**config.mk**
```make
export PLATFORM = sky130hd
export DESIGN_NAME = trg_mon_readout
export DESIGN_NICKNAME = d
export VERILOG_FILES = /design/src/rtl/trg_mon_readout.sv
export SDC_FILE = /design/constraint.sdc
export NUM_CORES = 1
export LEC_CHECK = 0
export ABC_AREA = 1
export CELL_PAD_IN_SITES_DETAIL_PLACEMENT = 1
export CELL_PAD_IN_SITES_GLOBAL_PLACEMENT = 1
export CORE_MARGIN = 2
export CORE_UTILIZATION = 40
export DETAILED_ROUTE_END_ITERATION = 8
export GPL_TIMING_DRIVEN = 1
export PLACE_DENSITY = 0.83
export SKIP_LAST_GASP = 1
export SLEW_MARGIN = 20
export SYNTH_ARGS = -nofsm -noshare
export SYNTH_HDL_FRONTEND = slang
export SYNTH_SLANG_ARGS = --single-unit
```
**constraint.sdc**
```tcl
create_clock -name clk_in -period 46.2 [get_ports clk_in]
set_input_delay 6.93 -clock clk_in [delete_from_list [all_inputs] [get_ports clk_in]]
set_output_delay 6.93 -clock clk_in [all_outputs]
set_load 0.02 [all_outputs]
```
**src/rtl/trg_mon_readout.sv**
```systemverilog
// ---------------------------------------------------------------------------
// trg_mon_readout
//
// Monitor readout for the trigger board. A snapshot copies every live 16-bit
// register and 32-bit counter into shadow registers in one edge. The shadow
// words are then served to the housekeeping link as single reads or as
// streamed bursts with valid/ready back-pressure.
//
// Word address map (TOTAL = NUM_REG + 2*NUM_CNT32):
//   a < NUM_REG          : shadow register a
//   NUM_REG <= a < TOTAL : counter (a-NUM_REG)>>1, even = low half, odd = high
//   a >= TOTAL           : ERR_WORD, and addr_err_out is set
//
// Ports:
//   clk_in, rst_in         clock, asynchronous active-high reset
//   reg_bus_in             live registers, register i at [16i+15:16i]
//   cnt_bus_in             live counters, counter k at [32k+31:32k]
//   snap_in                snapshot request pulse
//   snap_done_out          one-cycle pulse, shadows were just updated
//   rd_in                  single-read request pulse
//   burst_in               burst-start pulse
//   rd_addr_in             start address, sampled with rd_in / burst_in
//   burst_len_in           burst word count, sampled with burst_in
//   abort_in               ends an active read or burst
//   data_out               read data
//   data_valid_out         data_out holds a word
//   data_ready_in          consumer takes the word
//   data_last_out          final word of a burst or single read
//   busy_out               not idle
//   addr_err_out           sticky out-of-range flag, cleared by snap_in
//   state_dbg_out          current FSM state, for observation only
//
// Handshake: a word transfers on a rising edge where data_valid_out and
// data_ready_in are both high. While data_valid_out is high and
// data_ready_in is low, data_out and data_last_out stay constant. abort_in
// wins over a same-cycle handshake: that word is not transferred.
// ---------------------------------------------------------------------------
module trg_mon_readout #(
    parameter int          NUM_REG   = 32,
    parameter int          NUM_CNT32 = 2,
    parameter int          ADDR_W    = 8,
    parameter logic [15:0] ERR_WORD  = 16'hDEAD
) (
    input  logic                                          clk_in,
    input  logic                                          rst_in,
    input  logic [16*NUM_REG-1:0]                         reg_bus_in,
    input  logic [(NUM_CNT32 > 0 ? 32*NUM_CNT32 : 1)-1:0] cnt_bus_in,
    input  logic                                          snap_in,
    output logic                                          snap_done_out,
    input  logic                                          rd_in,
    input  logic                                          burst_in,
    input  logic [ADDR_W-1:0]                             rd_addr_in,
    input  logic [ADDR_W-1:0]                             burst_len_in,
    input  logic                                          abort_in,
    output logic [15:0]                                   data_out,
    output logic                                          data_valid_out,
    input  logic                                          data_ready_in,
    output logic                                          data_last_out,
    output logic                                          busy_out,
    output logic                                          addr_err_out,
    output logic [1:0]                                    state_dbg_out
);

    localparam int TOTAL = NUM_REG + 2*NUM_CNT32;
    localparam int SH_W  = 16*TOTAL;
    // One extra address bit so a burst running past the top of the address
    // space keeps returning ERR_WORD instead of wrapping back to word 0.
    localparam int AX_W  = ADDR_W + 1;
    localparam logic [AX_W-1:0] TOTAL_A = AX_W'(TOTAL);

    typedef enum logic [1:0] {
        ST_IDLE   = 2'd0,
        ST_SINGLE = 2'd1,
        ST_BURST  = 2'd2
    } state_t;

    state_t            state_q, state_d;
    logic [AX_W-1:0]   addr_q, addr_d;
    logic [ADDR_W-1:0] rem_q, rem_d;
    logic [15:0]       data_q, data_d;
    logic              last_q, last_d;
    logic              snap_pend_q, snap_pend_d;
    logic              snap_done_q;
    logic              err_q, err_d;
    logic [SH_W-1:0]   shadow_q;

    logic [SH_W-1:0]   live_words;
    logic              do_snap;
    logic              load;
    logic [AX_W-1:0]   load_addr;
    logic              load_oob;
    logic [15:0]       load_word;

    // Counter k low half lands on word NUM_REG+2k and high half on
    // NUM_REG+2k+1, so a plain concatenation gives the whole word map.
    generate
        if (NUM_CNT32 > 0) begin : g_cnt
            assign live_words = {cnt_bus_in, reg_bus_in};
        end else begin : g_nocnt
            logic unused_cnt;
            assign unused_cnt = ^cnt_bus_in;
            assign live_words = reg_bus_in;
        end
    endgenerate

    // Captures only in IDLE, so shadows never change under an active read.
    assign do_snap = (state_q == ST_IDLE) && (snap_in || snap_pend_q);

    always_comb begin
        load_oob  = (load_addr >= TOTAL_A);
        load_word = ERR_WORD;
        if (!load_oob) begin
            load_word = shadow_q[{load_addr, 4'b0000} +: 16];
        end
    end

    always_comb begin
        state_d   = state_q;
        addr_d    = addr_q;
        rem_d     = rem_q;
        data_d    = data_q;
        last_d    = last_q;
        load      = 1'b0;
        load_addr = addr_q;

        case (state_q)
            ST_IDLE: begin
                if (burst_in) begin
                    // A zero-length burst is dropped, and it still takes
                    // precedence over a simultaneous rd_in.
                    if (burst_len_in != '0) begin
                        state_d   = ST_BURST;
                        addr_d    = {1'b0, rd_addr_in};
                        rem_d     = burst_len_in;
                        load      = 1'b1;
                        load_addr = {1'b0, rd_addr_in};
                        last_d    = (burst_len_in == ADDR_W'(1));
                    end
                end else if (rd_in) begin
                    state_d   = ST_SINGLE;
                    load      = 1'b1;
                    load_addr = {1'b0, rd_addr_in};
                    last_d    = 1'b1;
                end
            end
            ST_SINGLE: begin
                if (abort_in || data_ready_in) begin
                    state_d = ST_IDLE;
                    data_d  = 16'h0000;
                    last_d  = 1'b0;
                end
            end
            ST_BURST: begin
                if (abort_in || (data_ready_in && rem_q == ADDR_W'(1))) begin
                    state_d = ST_IDLE;
                    data_d  = 16'h0000;
                    last_d  = 1'b0;
                end else if (data_ready_in) begin
                    addr_d    = addr_q + AX_W'(1);
                    rem_d     = rem_q - ADDR_W'(1);
                    load      = 1'b1;
                    load_addr = addr_q + AX_W'(1);
                    last_d    = (rem_q == ADDR_W'(2));
                end
            end
            default: begin
                state_d = ST_IDLE;
            end
        endcase

        if (load) begin
            data_d = load_word;
        end
    end

    always_comb begin
        snap_pend_d = 1'b0;
        if (state_q != ST_IDLE) begin
            snap_pend_d = snap_pend_q || snap_in;
        end
        // Setting wins so an out-of-range word is never lost to a
        // same-cycle snapshot request.
        err_d = err_q;
        if (load && load_oob) begin
            err_d = 1'b1;
        end else if (snap_in) begin
            err_d = 1'b0;
        end
    end

    always_ff @(posedge clk_in or posedge rst_in) begin
        if (rst_in) begin
            state_q     <= ST_IDLE;
            addr_q      <= '0;
            rem_q       <= '0;
            data_q      <= 16'h0000;
            last_q      <= 1'b0;
            snap_pend_q <= 1'b0;
            snap_done_q <= 1'b0;
            err_q       <= 1'b0;
            shadow_q    <= '0;
        end else begin
            state_q     <= state_d;
            addr_q      <= addr_d;
            rem_q       <= rem_d;
            data_q      <= data_d;
            last_q      <= last_d;
            snap_pend_q <= snap_pend_d;
            snap_done_q <= do_snap;
            err_q       <= err_d;
            if (do_snap) begin
                shadow_q <= live_words;
            end
        end
    end

    assign data_out       = data_q;
    assign data_valid_out = (state_q != ST_IDLE);
    assign data_last_out  = last_q;
    assign busy_out       = (state_q != ST_IDLE);
    assign snap_done_out  = snap_done_q;
    assign addr_err_out   = err_q;
    assign state_dbg_out  = state_q;

endmodule
```
==> results.cfg <==
[critical_path]
cp_max_fo = 119
reg2reg_slack_ns = 40.09
critPathArrivalTime_ns = 12.71
required_ns = 46.71
start_kind = input port
reg2reg_from = state_dbg_out[0]
end_kind = flip-flop
ff2ff_path_depth = 20
criticalPathCategory = in2reg
r2r_end = data_out[1]

[cts]
cts-hold-fix-buffers = 0
cts_root_buffer = clkbuf_16
ctsLongestPathBuffers = 3
cts_tree = built
postCtsSetupRepairBufs = 0
h-tree-depth = 3
cts_resized = 0
cts_buffers = 70
clk_latency_ns = 0.62
clk_pin_slew_worst_paths_ns = 0.06
cts.sinks = 615

[final_layout]
drive_gt1_frac = 0.0375
final_nets = 5204
layout.cells.non_filler = 5692
fill_cells = 9433
layout_commonest_cell = nand2_1
final_cell_mix = 1498 x nand2_1, 621 x clkdlybuf4s50_1, 615 x dfrtp_1
area_growth_pct = 29.0

[pwr]
vdd_drop_max_uv = 84.0
leakagePower_nw = 19.2
cellPowerDensity_nw_per_um2 = 90.5

[floorplan]
initial_core_util = 0.405
die_w_um = 281
die_h_um = 281
die_area_um2 = 79200
fp.coreArea_um2 = 76100
io_pins = 622
num_rows = 101

[timing]
finalHoldViolCount = 0
worst_slew_pin_slew_ns = 1.21
setup_viol = 0
rsz0062_at_grt = false
period_needed_ns = 12.20
fin_crit_sh = 0.264
finClkSkew_ns = 0.0169
drv_slew = 0
max_slew_margin = 0.191
setup_tns_ns = 0
fmax_ghz = 0.0819

[drt]
vias = 30200
viasPerCell = 5.31
firstDrtPassIters = 6
drtAntennaViolNets = 0
wl_mm = 126
route.detailed.drc = 0
drt_iter0_drc = 2829
wl_per_cell_um = 22.1

[synth]
yosys_warnings = 0
synthCells = 4148
synth_nets = 4755
avgSynthCellArea_um2 = 7.42
ys_seq_area_frac = 0.500
syn_area_um2 = 30800
synth.ff_latch_count = 615
yosysUniqueCellTypes = 40

[worst_hold_path]
worstHoldEndpoint = shadow_q[342]
hp-class = reg2reg
hp-start = shadow_q[342]
hold_depth = 2

[job]
maxCapViolCount = 0

[grt]
overflow = 0
grt_pass1_wl_mm = 190
grt_max_degree = 259
gr-usage-all-layers = 0.315
grt_pass1_vias = 31400
grt_antenna_before_repair = 20

[outcome]
outcome = finished clean

[place]
placed_cells = 5555
routabilityCongestion = 0.851
dpl.hpwl_mm = 89.1
port_buffers = 621
==> metrics by stage <==
| step | instance area, µm² | hold slack [ns] | utilization | setup WS (ns) | power (mW) |
|---|---|---|---|---|---|
| 5_1_grt | 39700 | 0.483 | 0.522 | 33.49 | 3.89 |
| 6_report | 39700 | 0.465 | 0.522 | 34.00 | 3.59 |
| 2_1_floorplan | 30800 | 0.433 | - | 22.05 | 2.30 |
| 4_1_cts | 39700 | 0.466 | 0.521 | 34.05 | 3.60 |
| 3_5_place_dp | 37400 | 0.451 | 0.491 | 33.43 | 3.00 |
| 3_3_place_gp | 37400 | 0.445 | 0.491 | 33.61 | 2.94 |
==> report_power, final <==
| group | leakage, nW | switching, mW | internal [mW] |
|---|---|---|---|
| Sequential | 7.54 | 0.121 | 0.812 |
| Clock | 1.13 | 0.236 | 0.334 |
| Combinational | 10.6 | 1.51 | 0.587 |
| Total | 19.2 | 1.86 | 1.73 |
==> synth_stat cells (all sizes together) <==
library cell	count	area, µm²
nand2	1509	5710
dfrtp	615	15400
o21ai	530	2650
inv	459	1720
nand3	453	2280
clkbuf	162	609
buf	114	648
a21oi	102	510
nor2	88	390
nand3b	48	360
o22ai	19	119
o211ai	11	82.6
ha	8	100
a31oi	7	43.8
nand4	3	18.8
xor2	3	26.3
a22oi	2	15.0
and3	2	13.8
nor3	2	10.0
o21bai	2	15.0
o31ai	2	15.0
xnor2	2	17.5
a211oi	1	7.51
and2	1	6.26
mux2	1	11.3
o221ai	1	8.76
or2	1	6.26
==> worst max-delay path, stage by stage <==
cell             delay (ns)
clkdlybuf4s50_1        0.43
nor2_1                 0.16
nand2_1                0.14
nor2_4                 0.37
nand2_1                0.13
nand3_1                0.15
nand3_4                0.48
nand2_8                0.79
buf_4                  0.84
buf_4                  0.78
inv_1                  0.27
buf_4                  0.33
o21ai_0                0.19
o22ai_1                0.10
nand2_1                0.08
nand3_1                0.09
nand2_1                0.07
nand3_1                0.10
nand2_1                0.11
nand2_1                0.05
==> area by class of cell <==
class                      count  area [µm²]  area share
tap                         1030        1290      0.0325
multi-input combinational   2798       12500       0.314
antenna                       16        40.0     0.00101
timing repair buffer         653        6470       0.163
clock buffer                 107        2120      0.0535
inverter                     459        1740      0.0438
sequential                   615       15400       0.388
clock inverter                14         186     0.00469
==> flip-flops by register name (all words and copies together), names as in the netlist <==
signal,cells
addr_err_out,1
shadow_q,576
data_last_out,1
rem_q,8
addr_q,9
snap_done_out,1
state_dbg_out,2
data_out,16
snap_pend_q,1
==> metal layers <==
layer / track usage / wire [µm]
met5: 0 / 25
met4: 0.138 / 5310
met3: 0.0426 / 7360
met2: 0.522 / 61000
met1: 0.413 / 52400
==> worst max-delay path by stage <==
stage | start | endpoint | cells after the start
3_3_place_gp | burst_len_in[2] | data_out[8] | 20
5_1_grt | burst_len_in[4] | data_out[1] | 20
4_1_cts | burst_len_in[4] | data_out[1] | 20
6_report | burst_len_in[2] | data_out[1] | 20
3_5_place_dp | burst_len_in[2] | data_out[1] | 20
2_1_floorplan | rst_in | addr_err_out | 1
==> cell families after synthesis <==
kind of cell | synth area share
compound gates | 0.113
fa+ha+maj | 0.00325
simple gates | 0.286
flops | 0.500
xor+xnor | 0.00142
buf+inv | 0.0968
mux | 0.000366
Power figures use the tool's default switching activity.
